--- config.mk ---
export PLATFORM = sky130hd
export DESIGN_NAME = input_sanitizer_mc
export DESIGN_NICKNAME = d
export VERILOG_FILES = /design/src/rtl/input_sanitizer_mc.sv
export SDC_FILE = /design/constraint.sdc
export NUM_CORES = 1
export LEC_CHECK = 0
export CORE_MARGIN = 1.5
export CORE_UTILIZATION = 30
export CTS_BUF_LIST = sky130_fd_sc_hd__clkbuf_4
export DETAILED_ROUTE_END_ITERATION = 10
export PLACE_DENSITY_LB_ADDON = 0.12
export SLEW_MARGIN = 30
export SYNTH_ARGS = -nofsm -noshare
export SYNTH_HDL_FRONTEND = slang
export SYNTH_SLANG_ARGS = --single-unit
--- constraint.sdc ---
create_clock -name clk -period 6.4 [get_ports clk]
set_input_delay 1.92 -clock clk [delete_from_list [all_inputs] [get_ports clk]]
set_output_delay 1.92 -clock clk [all_outputs]
set_load 0.02 [all_outputs]
--- src/rtl/input_sanitizer_mc.sv ---
// input_sanitizer_mc: multi-channel pad-input sanitizer.
//   Per channel: N-sample stability debounce with accepted-edge pulses and
//   toggle-rate (fuzz) detection over a free-running window. Any channel
//   reaching the toggle threshold starts a global timed lockout that freezes
//   the debounced outputs and ignores input activity.
// Interface: no handshake. Every output is registered and meaningful on
//   every cycle; rise/fall/attack_pulse are single-cycle pulses.
// Lockout FSM state is visible directly on the 'locked' output.
// Build option: define SANITIZER_SYNC_EN to insert a 2-flop synchroniser per
//   channel ahead of the sampling point (adds 2 cycles to all latencies).
module input_sanitizer_mc #(
  parameter int WIDTH            = 8,
  parameter int DEBOUNCE_CYCLES  = 4,
  parameter int ATTACK_WINDOW    = 100,
  parameter int ATTACK_THRESHOLD = 10,
  parameter int LOCKOUT_CYCLES   = 25_000_000
) (
  input  logic             clk,
  input  logic             rst_n,
  input  logic [WIDTH-1:0] signal_in,
  output logic [WIDTH-1:0] signal_out,
  output logic [WIDTH-1:0] rise,
  output logic [WIDTH-1:0] fall,
  output logic             locked,
  output logic             attack_pulse,
  output logic [WIDTH-1:0] attack_src,
  output logic [7:0]       attack_cnt
);

  localparam int DW = (DEBOUNCE_CYCLES > 1) ? $clog2(DEBOUNCE_CYCLES) : 1;
  localparam int WW = $clog2(ATTACK_WINDOW);
  localparam int CW = $clog2(ATTACK_THRESHOLD);
  localparam int LW = (LOCKOUT_CYCLES > 1) ? $clog2(LOCKOUT_CYCLES) : 1;

  localparam logic [DW-1:0] D_LAST = DW'(DEBOUNCE_CYCLES - 1);
  localparam logic [WW-1:0] W_LAST = WW'(ATTACK_WINDOW - 1);
  localparam logic [CW-1:0] C_LAST = CW'(ATTACK_THRESHOLD - 1);
  localparam logic [LW-1:0] L_LAST = LW'(LOCKOUT_CYCLES - 1);

  typedef enum logic {ST_RUN = 1'b0, ST_LOCK = 1'b1} state_t;

  state_t           state, state_nxt;
  logic [WIDTH-1:0] s;
  logic [WIDTH-1:0] prev;
  logic [WIDTH-1:0] toggle;
  logic [WIDTH-1:0] trip_vec;
  logic [DW-1:0]    dcnt [WIDTH];
  logic [CW-1:0]    ccnt [WIDTH];
  logic [WW-1:0]    wcnt;
  logic [LW-1:0]    lcnt;
  logic             wrap;
  logic             any_trip;
  logic             lock_done;

`ifdef SANITIZER_SYNC_EN
  logic [WIDTH-1:0] sync1, sync2;

  // Two-flop synchroniser; keeps running through lockout so the first
  // post-lockout sample is current.
  always_ff @(posedge clk or negedge rst_n) begin
    if (!rst_n) begin
      sync1 <= '0;
      sync2 <= '0;
    end else begin
      sync1 <= signal_in;
      sync2 <= sync1;
    end
  end

  assign s = sync2;
`else
  assign s = signal_in;
`endif

  assign locked = (state == ST_LOCK);

  // Trip detection uses the pre-clear toggle count, so a trip on the window
  // wrap cycle is still seen.
  always_comb begin
    toggle   = s ^ prev;
    trip_vec = '0;
    for (int i = 0; i < WIDTH; i++) begin
      trip_vec[i] = (state == ST_RUN) && toggle[i] && (ccnt[i] == C_LAST);
    end
    any_trip  = |trip_vec;
    wrap      = (wcnt == W_LAST);
    lock_done = (state == ST_LOCK) && (lcnt == L_LAST);
  end

  // Lockout FSM next-state logic.
  always_comb begin
    state_nxt = state;
    case (state)
      ST_RUN:  if (any_trip)  state_nxt = ST_LOCK;
      ST_LOCK: if (lock_done) state_nxt = ST_RUN;
      default: state_nxt = ST_RUN;
    endcase
  end

  // Lockout FSM state register; async reset aborts a lockout immediately.
  always_ff @(posedge clk or negedge rst_n) begin
    if (!rst_n) state <= ST_RUN;
    else        state <= state_nxt;
  end

  // Lockout timer and attack event reporting.
  always_ff @(posedge clk or negedge rst_n) begin
    if (!rst_n) begin
      lcnt         <= '0;
      attack_pulse <= 1'b0;
      attack_src   <= '0;
      attack_cnt   <= '0;
    end else begin
      attack_pulse <= any_trip;
      if (any_trip) begin
        attack_src <= trip_vec;
        lcnt       <= '0;
        if (attack_cnt != 8'hFF) attack_cnt <= attack_cnt + 8'd1;
      end else if (state == ST_LOCK) begin
        lcnt <= lock_done ? '0 : lcnt + LW'(1);
      end
    end
  end

  // Fuzz detection: previous sample, window position and per-channel toggle
  // counts. All held at zero while locked; prev reloads on lockout exit so
  // the first unlocked cycle does not see a stale toggle.
  always_ff @(posedge clk or negedge rst_n) begin
    if (!rst_n) begin
      prev <= '0;
      wcnt <= '0;
      for (int i = 0; i < WIDTH; i++) ccnt[i] <= '0;
    end else if (state == ST_LOCK) begin
      wcnt <= '0;
      for (int i = 0; i < WIDTH; i++) ccnt[i] <= '0;
      if (lock_done) prev <= s;
    end else if (any_trip) begin
      prev <= s;
      wcnt <= '0;
      for (int i = 0; i < WIDTH; i++) ccnt[i] <= '0;
    end else begin
      prev <= s;
      wcnt <= wrap ? '0 : wcnt + WW'(1);
      for (int i = 0; i < WIDTH; i++) begin
        if (wrap) ccnt[i] <= CW'(toggle[i]);
        else if (toggle[i] && (ccnt[i] != C_LAST)) ccnt[i] <= ccnt[i] + CW'(1);
      end
    end
  end

  // Per-channel debounce; outputs and edge pulses frozen on the trip cycle
  // and throughout lockout.
  always_ff @(posedge clk or negedge rst_n) begin
    if (!rst_n) begin
      signal_out <= '0;
      rise       <= '0;
      fall       <= '0;
      for (int i = 0; i < WIDTH; i++) dcnt[i] <= '0;
    end else begin
      rise <= '0;
      fall <= '0;
      if ((state == ST_LOCK) || any_trip) begin
        for (int i = 0; i < WIDTH; i++) dcnt[i] <= '0;
      end else begin
        for (int i = 0; i < WIDTH; i++) begin
          if (s[i] == signal_out[i]) begin
            dcnt[i] <= '0;
          end else if (dcnt[i] == D_LAST) begin
            signal_out[i] <= s[i];
            dcnt[i]       <= '0;
            rise[i]       <= s[i];
            fall[i]       <= ~s[i];
          end else begin
            dcnt[i] <= dcnt[i] + DW'(1);
          end
        end
      end
    end
  end

endmodule

==> summary.txt <==
Outcome
  • Status: complete, no violations

Critical path
  • Critical path capture point type: output port
  • Setup crit start: locked
  • FF-to-FF path depth: 5
  • Worst path top cell family by delay: flip-flops
  • CP Capture Point: locked
  • Crit Reg-Reg Endpoint: dcnt[2]
  • Setup Crit Path Kind: reg2out
  • Origin of the critical flop-to-flop path: locked
  • Max FO, Critical Path: 16
  • Worst EP required: around 4.5 ns
  • Flop2flop setup slack: around 3.5 ns
  • Worst-path cell chain: clkdlybuf4s50_1
  • Stages on worst setup path: 1
  • Max stage delay on crit path: between 0.8 and 0.9 ns
  • Crit path launch type: register
  • Critical path buffers and inverters: 1
  • Arrival time at the worst endpoint: roughly 2.2 ns
  • Slowest CP cell: dfrtp_1

STA
  • FMAX: 245 MHz
  • RSZ-0062 raised after global routing: no
  • Setup Skew: 0.0188 ns
  • Setup TNS Final: 0 ns
  • Tcrit/Tclk final: 0.639
  • Slew @ Worst Pin: 0.893 ns
  • Final critical-path required period: 4.09 ns
  • Max-slew violations: 0
  • Final setup viols: 0
  • Max_slew headroom: 0.403
  • Final hold vios: 0

Route
  • First drt pass iteration count: 4
  • Routed Antenna Nets: 0
  • Mean number of vias per cell: 4.92
  • Via count: 4,508
  • Number of remaining DRC errors: 0
  • Initial drt markers: 198
  • Routed wire per std cell: 15.8 um
  • DRT Wirelength: 14,400 um

Clocking
  • H-tree levels: 4
  • CTS tree: built
  • Clk root buf: clkbuf_4
  • Cts repair resizes: 0
  • Clock sinks: 130
  • # Post-CTS Setup Buffers: 0
  • Clk slew on worst S/H paths: 0.11 ns
  • Clk buf depth: 2
  • Total CTS buffers: 17
  • Clock latency on the worst-skew pair: 0.55 ns
  • CTS Hold Buffers Added: 0

GRT
  • Total GRT Usage: 0.142
  • Vias in the first global route: 4,600
  • Initial antenna violation count: 1
  • GRT Residual Overflow: 0
  • First-pass GRT wire length: ~24,000 um
  • Largest net degree at the start of global routing: 97

Place
  • Final Wtd Congestion: 0.740
  • Port Buffers: 51
  • Detailed-placement wirelength estimate: 9320 um
  • Post-DP Area: 7170 um^2

Synthesis
  • Synth unique cells: 56
  • Post-Syn Area: 6420 um^2
  • Yosys top cell by area: dfrtp_1
  • Synthesized instance count: 577
  • Syn nets: between 600 and 700
  • Synth top area cells: dfrtp_1, ha_1, xor2_1
  • Yosys warning total: 0
  • Synthesized flop and latch total: 130
  • Syn Area/Cell: 11.1 um^2
  • Asr flop ratio synth: 1.00
  • Register area share after synthesis: 0.507
  • EDFF count, synth: 0
  • Post-synth top area share: 0.507
  • Main synth FF type: dfrtp_1

Finish
  • Fin area: 7500 um^2
  • Share of post-route cells with drive strength above 1: 0.123
  • Layout fillers: around 2,100
  • Area grow syn2layout: 16.8%
  • Nets: 665

Die
  • Core Area: roughly 21,000 um^2
  • Initial Util: 0.305
  • Die Y: around 150 um
  • Site Rows: 53
  • Die width: 149 um
  • I/O pin count: 52
  • Full die area: 22,300 um^2

Pwr
  • Leak: 3.44 nW
  • Pwr Density: 199 nW/um^2
  • Power Total: 1.49 mW
  • Maximum vdd drop: 0.0936 mV

Flow run
  • Max cap viols: 0

Worst hold path
  • Worst Hold Class: reg2reg
-- worst min-delay path by stage --
stage             start  endpoint  slack (ns)  depth (start not counted)
6_report       dcnt[12]  dcnt[12]        0.45                          1
5_1_grt        dcnt[12]  dcnt[12]        0.46                          1
4_1_cts         dcnt[0]   dcnt[0]        0.45                          1
3_5_place_dp    dcnt[0]   dcnt[0]        0.44                          1
3_3_place_gp   dcnt[14]  dcnt[14]        0.43                          1
2_1_floorplan  dcnt[14]  dcnt[14]        0.42                          1
-- logic make-up after synthesis --
logic type      count (synthesis)  share of synthesized area
flops                         130                      0.507
compound gates                 79                     0.0965
buf+inv                        35                     0.0296
fa+ha+maj                      27                     0.0526
mux                            11                     0.0193
simple gates                  245                      0.219
xor+xnor                       50                     0.0764
-- layout make-up --
| type | instances | area (um^2) | share of cell area |
|---|---|---|---|
| antenna | 1 | 2.50 | 0.000334 |
| clock buffer | 17 | 128 | 0.0170 |
| clock inverter | 15 | 191 | 0.0255 |
| inverter | 13 | 48.8 | 0.00651 |
| multi-input combinational | 412 | 2990 | 0.399 |
| sequential | 130 | 3250 | 0.434 |
| tap | 275 | 344 | 0.0459 |
| timing repair buffer | 54 | 537 | 0.0716 |
-- cell usage after synthesis, drive strengths merged, types with 4 or more instances --
cell type    n
and3        25
a21oi        5
buf         18
a22o        10
and4bb       6
nor3b       17
o21a         7
a211oi      15
ha          27
a211o       13
nor4         4
clkbuf       4
inv         13
and4         5
nor4b        9
nand4       16
a22oi        5
xnor2       12
mux2        11
nand2       60
xor2        38
or3          4
nor3        20
dfrtp      130
o21ai        9
nand3       24
nor2        44
-- flip-flops by register name, indices dropped and copies added (netlist names) --
signal / flops
locked: 1
attack_pulse: 1
rise: 8
prev: 8
lcnt: 25
attack_cnt: 8
wcnt: 7
attack_src: 8
fall: 8
dcnt: 16
signal_out: 8
ccnt: 32
-- layer usage --
metal / global-route usage / vias to the layer above / wire length [um]
met5: 0 / - / 0
met4: 0.0520 / 0 / 233
met3: 0.0339 / 15 / 480
met2: 0.220 / 65 / 6580
met1: 0.194 / 2250 / 7150
li1: - / 2178 / -
-- cell usage in the layout (no fill, tap or decap), types with 3 or more instances in the layout --
cell type	n
a211o_1	13
a211oi_1	11
a211oi_2	4
a21o_1	3
a21oi_1	5
a22o_1	10
a22oi_1	3
a31oi_1	3
and3_1	25
and4_1	4
and4bb_2	5
buf_4	3
bufinv_16	4
clkbuf_4	17
clkdlybuf4s50_1	50
clkinv_2	3
clkinv_4	3
clkinvlp_4	3
dfrtp_1	130
ha_1	27
inv_1	13
mux2_2	11
nand2_1	59
nand3_1	15
nand3_2	8
nand4_1	15
nor2_1	44
nor3_1	20
nor3b_1	17
nor4_1	3
nor4b_1	9
o21a_1	7
o21ai_0	9
o21bai_1	3
or3_1	4
xnor2_1	12
xor2_1	31
xor2_2	7
-- through the flow --
| step | utilization | hold WS, ns | setup WS, ns | std cells |
|---|---|---|---|---|
| finish | 0.357 | 0.448 | 2.31 | 917 |
| global route | 0.357 | 0.464 | 2.19 | 917 |
| CTS | 0.356 | 0.453 | 2.02 | 916 |
| detailed placement | 0.341 | 0.437 | 1.46 | 884 |
| global placement | 0.341 | 0.430 | 1.53 | 884 |
| floorplan | - | 0.416 | 3.04 | 577 |
-- where the power goes --
| part | internal (mW) | switching (mW) |
|---|---|---|
| Clock | 0.306 | 0.318 |
| Combinational | 0.0128 | 0.0325 |
| Sequential | 0.821 | 0 |
| Total | 1.14 | 0.350 |
(Power assumes the default switching activity.)
==> variant: new RTL, same flow settings <==
`WIDTH`: 8 -> 4.
--- a/src/rtl/input_sanitizer_mc.sv
+++ b/src/rtl/input_sanitizer_mc.sv
@@ -9,7 +9,7 @@
 // Build option: define SANITIZER_SYNC_EN to insert a 2-flop synchroniser per
 //   channel ahead of the sampling point (adds 2 cycles to all latencies).
 module input_sanitizer_mc #(
-  parameter int WIDTH            = 8,
+  parameter int WIDTH            = 4,
   parameter int DEBOUNCE_CYCLES  = 4,
   parameter int ATTACK_WINDOW    = 100,
   parameter int ATTACK_THRESHOLD = 10,
Interface: changed (5 resized); port bits go from 52 to 32. No check against the original RTL was run, so the function may have changed too.
==> variant against the original RTL <==
Cell count decreased by 32%. Cell area fell by 35%. Sequential cell count is 44 lower. Synthesized area down 34%. Routed wire length decreased by 31%. Die area fell by 33%. Total power down 34%. Setup slack better by 0.16 ns. Largest cell class unchanged.
==> variant: results (changes against the original RTL) <==
| Quantity | Reported | Unit | Delta |
|:---|:---|:---|:---|
| Clock net sink count | 86 | - | -34% |
| Horizontal extent of the die | 122 | µm | -18% |
| Biggest fanout along the worst timing path | 22 | - | +6 |
| Run status | finished clean | - |  |
| Startpoint of the most critical hold path | dcnt[6] | - |  |
| Leading registers by flop count | lcnt: 25 flops, ccnt: 16 flops | - |  |
| Worst vdd rail ir drop | 0.0000791 | V | -15% |
| Endpoint with the worst hold slack | dcnt[6] | - |  |
| Final routed wirelength across all metal layers | 9900 | µm | -31% |
| Net Count, Synth | 432 | - | -30% |
| End point of the critical path | dcnt[2] | - |  |
| Distinct cell type count of the synthesized netlist | 44 | - | -21% |
| Max H-tree Level | 3 | - | -1 |
| Crit-path max cell delay | 0.64 | ns | -0.24 ns |
| Largest delay share family, worst path | simple AND/OR/NAND/NOR gates | - |  |
| Share of layout cells above drive strength 1 | 7.26 | % | -5.1 points |
| Critical Path Slowest Stage Cell | sky130_fd_sc_hd__clkdlybuf4s50_1 | - |  |
| Startpoint of the worst setup timing path | signal_in[0] | - |  |
| Parity-gate share of the synthesized area counting xor and xnor cells | 7.62 | % | -0.019 points |
| Multi-input combinational area share | 40.1 | % | +0.19 points |
| Cell types with the largest area share after synthesis | sky130_fd_sc_hd__dfrtp_1 (51%), sky130_fd_sc_hd__ha_1 (4.4%), sky130_fd_sc_hd__xor2_1 (4.3%) | - |  |
| Clock slew at reported path FFs | 0.14 | ns | +0.03 ns |
| Number of fillers in the final layout | 1403 | - | -33% |
| Clk_lat worst skew | 0.45 | ns | -0.10 ns |
| Leak Pwr | 2.22 | nW | -35% |
| Clock period minus final worst setup slack | 3.93 | ns | -0.160 ns |
| Portion of the layout cell area used by non-clock buffers | 6.65 | % | -0.51 points |
| Worst EP arrival | 4.26 | ns | +2.09 ns |
| Hold slack | 0.446 | ns | -0.00216 ns |
| Transition at the pin with the smallest max-transition slack | 0.691 | ns | -0.202 ns |
| Skew final | 0.0195 | ns | +0.000671 ns |
| Mean cell area of the mapped netlist | 10.3 | µm² | -7.0% |
| Number of buffers created by CTS | 9 | - | -8 |
| Mux share of post-synthesis cell area | 1.32 | % | -0.61 points |
| GRT Overall Usage | 14.2 | % | -0.078 points |
| Vias in the first global route | 3126 | - | -32% |
| Worst setup slack after placement | 1.81 | ns | +0.357 ns |
-- variant: cell types whose count changed after synthesis, moves of 8 or more --
cell                      change
sky130_fd_sc_hd__nor3_1       -8
sky130_fd_sc_hd__dfrtp_1     -44
sky130_fd_sc_hd__xor2_1      -10
sky130_fd_sc_hd__ha_1        -12
sky130_fd_sc_hd__nand2_1     -16
sky130_fd_sc_hd__nor2_1      -13
-- variant: per-layer routing --
layer / vias to the layer above / track usage (%) / part of all wire (%)
met5: - / 0 / 0
met4: 0 / 5.59 / 0.86
met3: 6 / 2.67 / 2.9
met2: 36 / 21.3 / 45
met1: 1558 / 20.0 / 51
li1: 1523 / - / -
-- variant: power groups by stage --
stage                     clock, mW  combinational [mW]  sequential, mW
after floorplan                   0              0.0121           0.560
after global placement            0              0.0347           0.558
after detailed placement          0              0.0347           0.558
after CTS                     0.413              0.0349           0.548
after global routing          0.431              0.0386           0.548
final                         0.399              0.0339           0.547
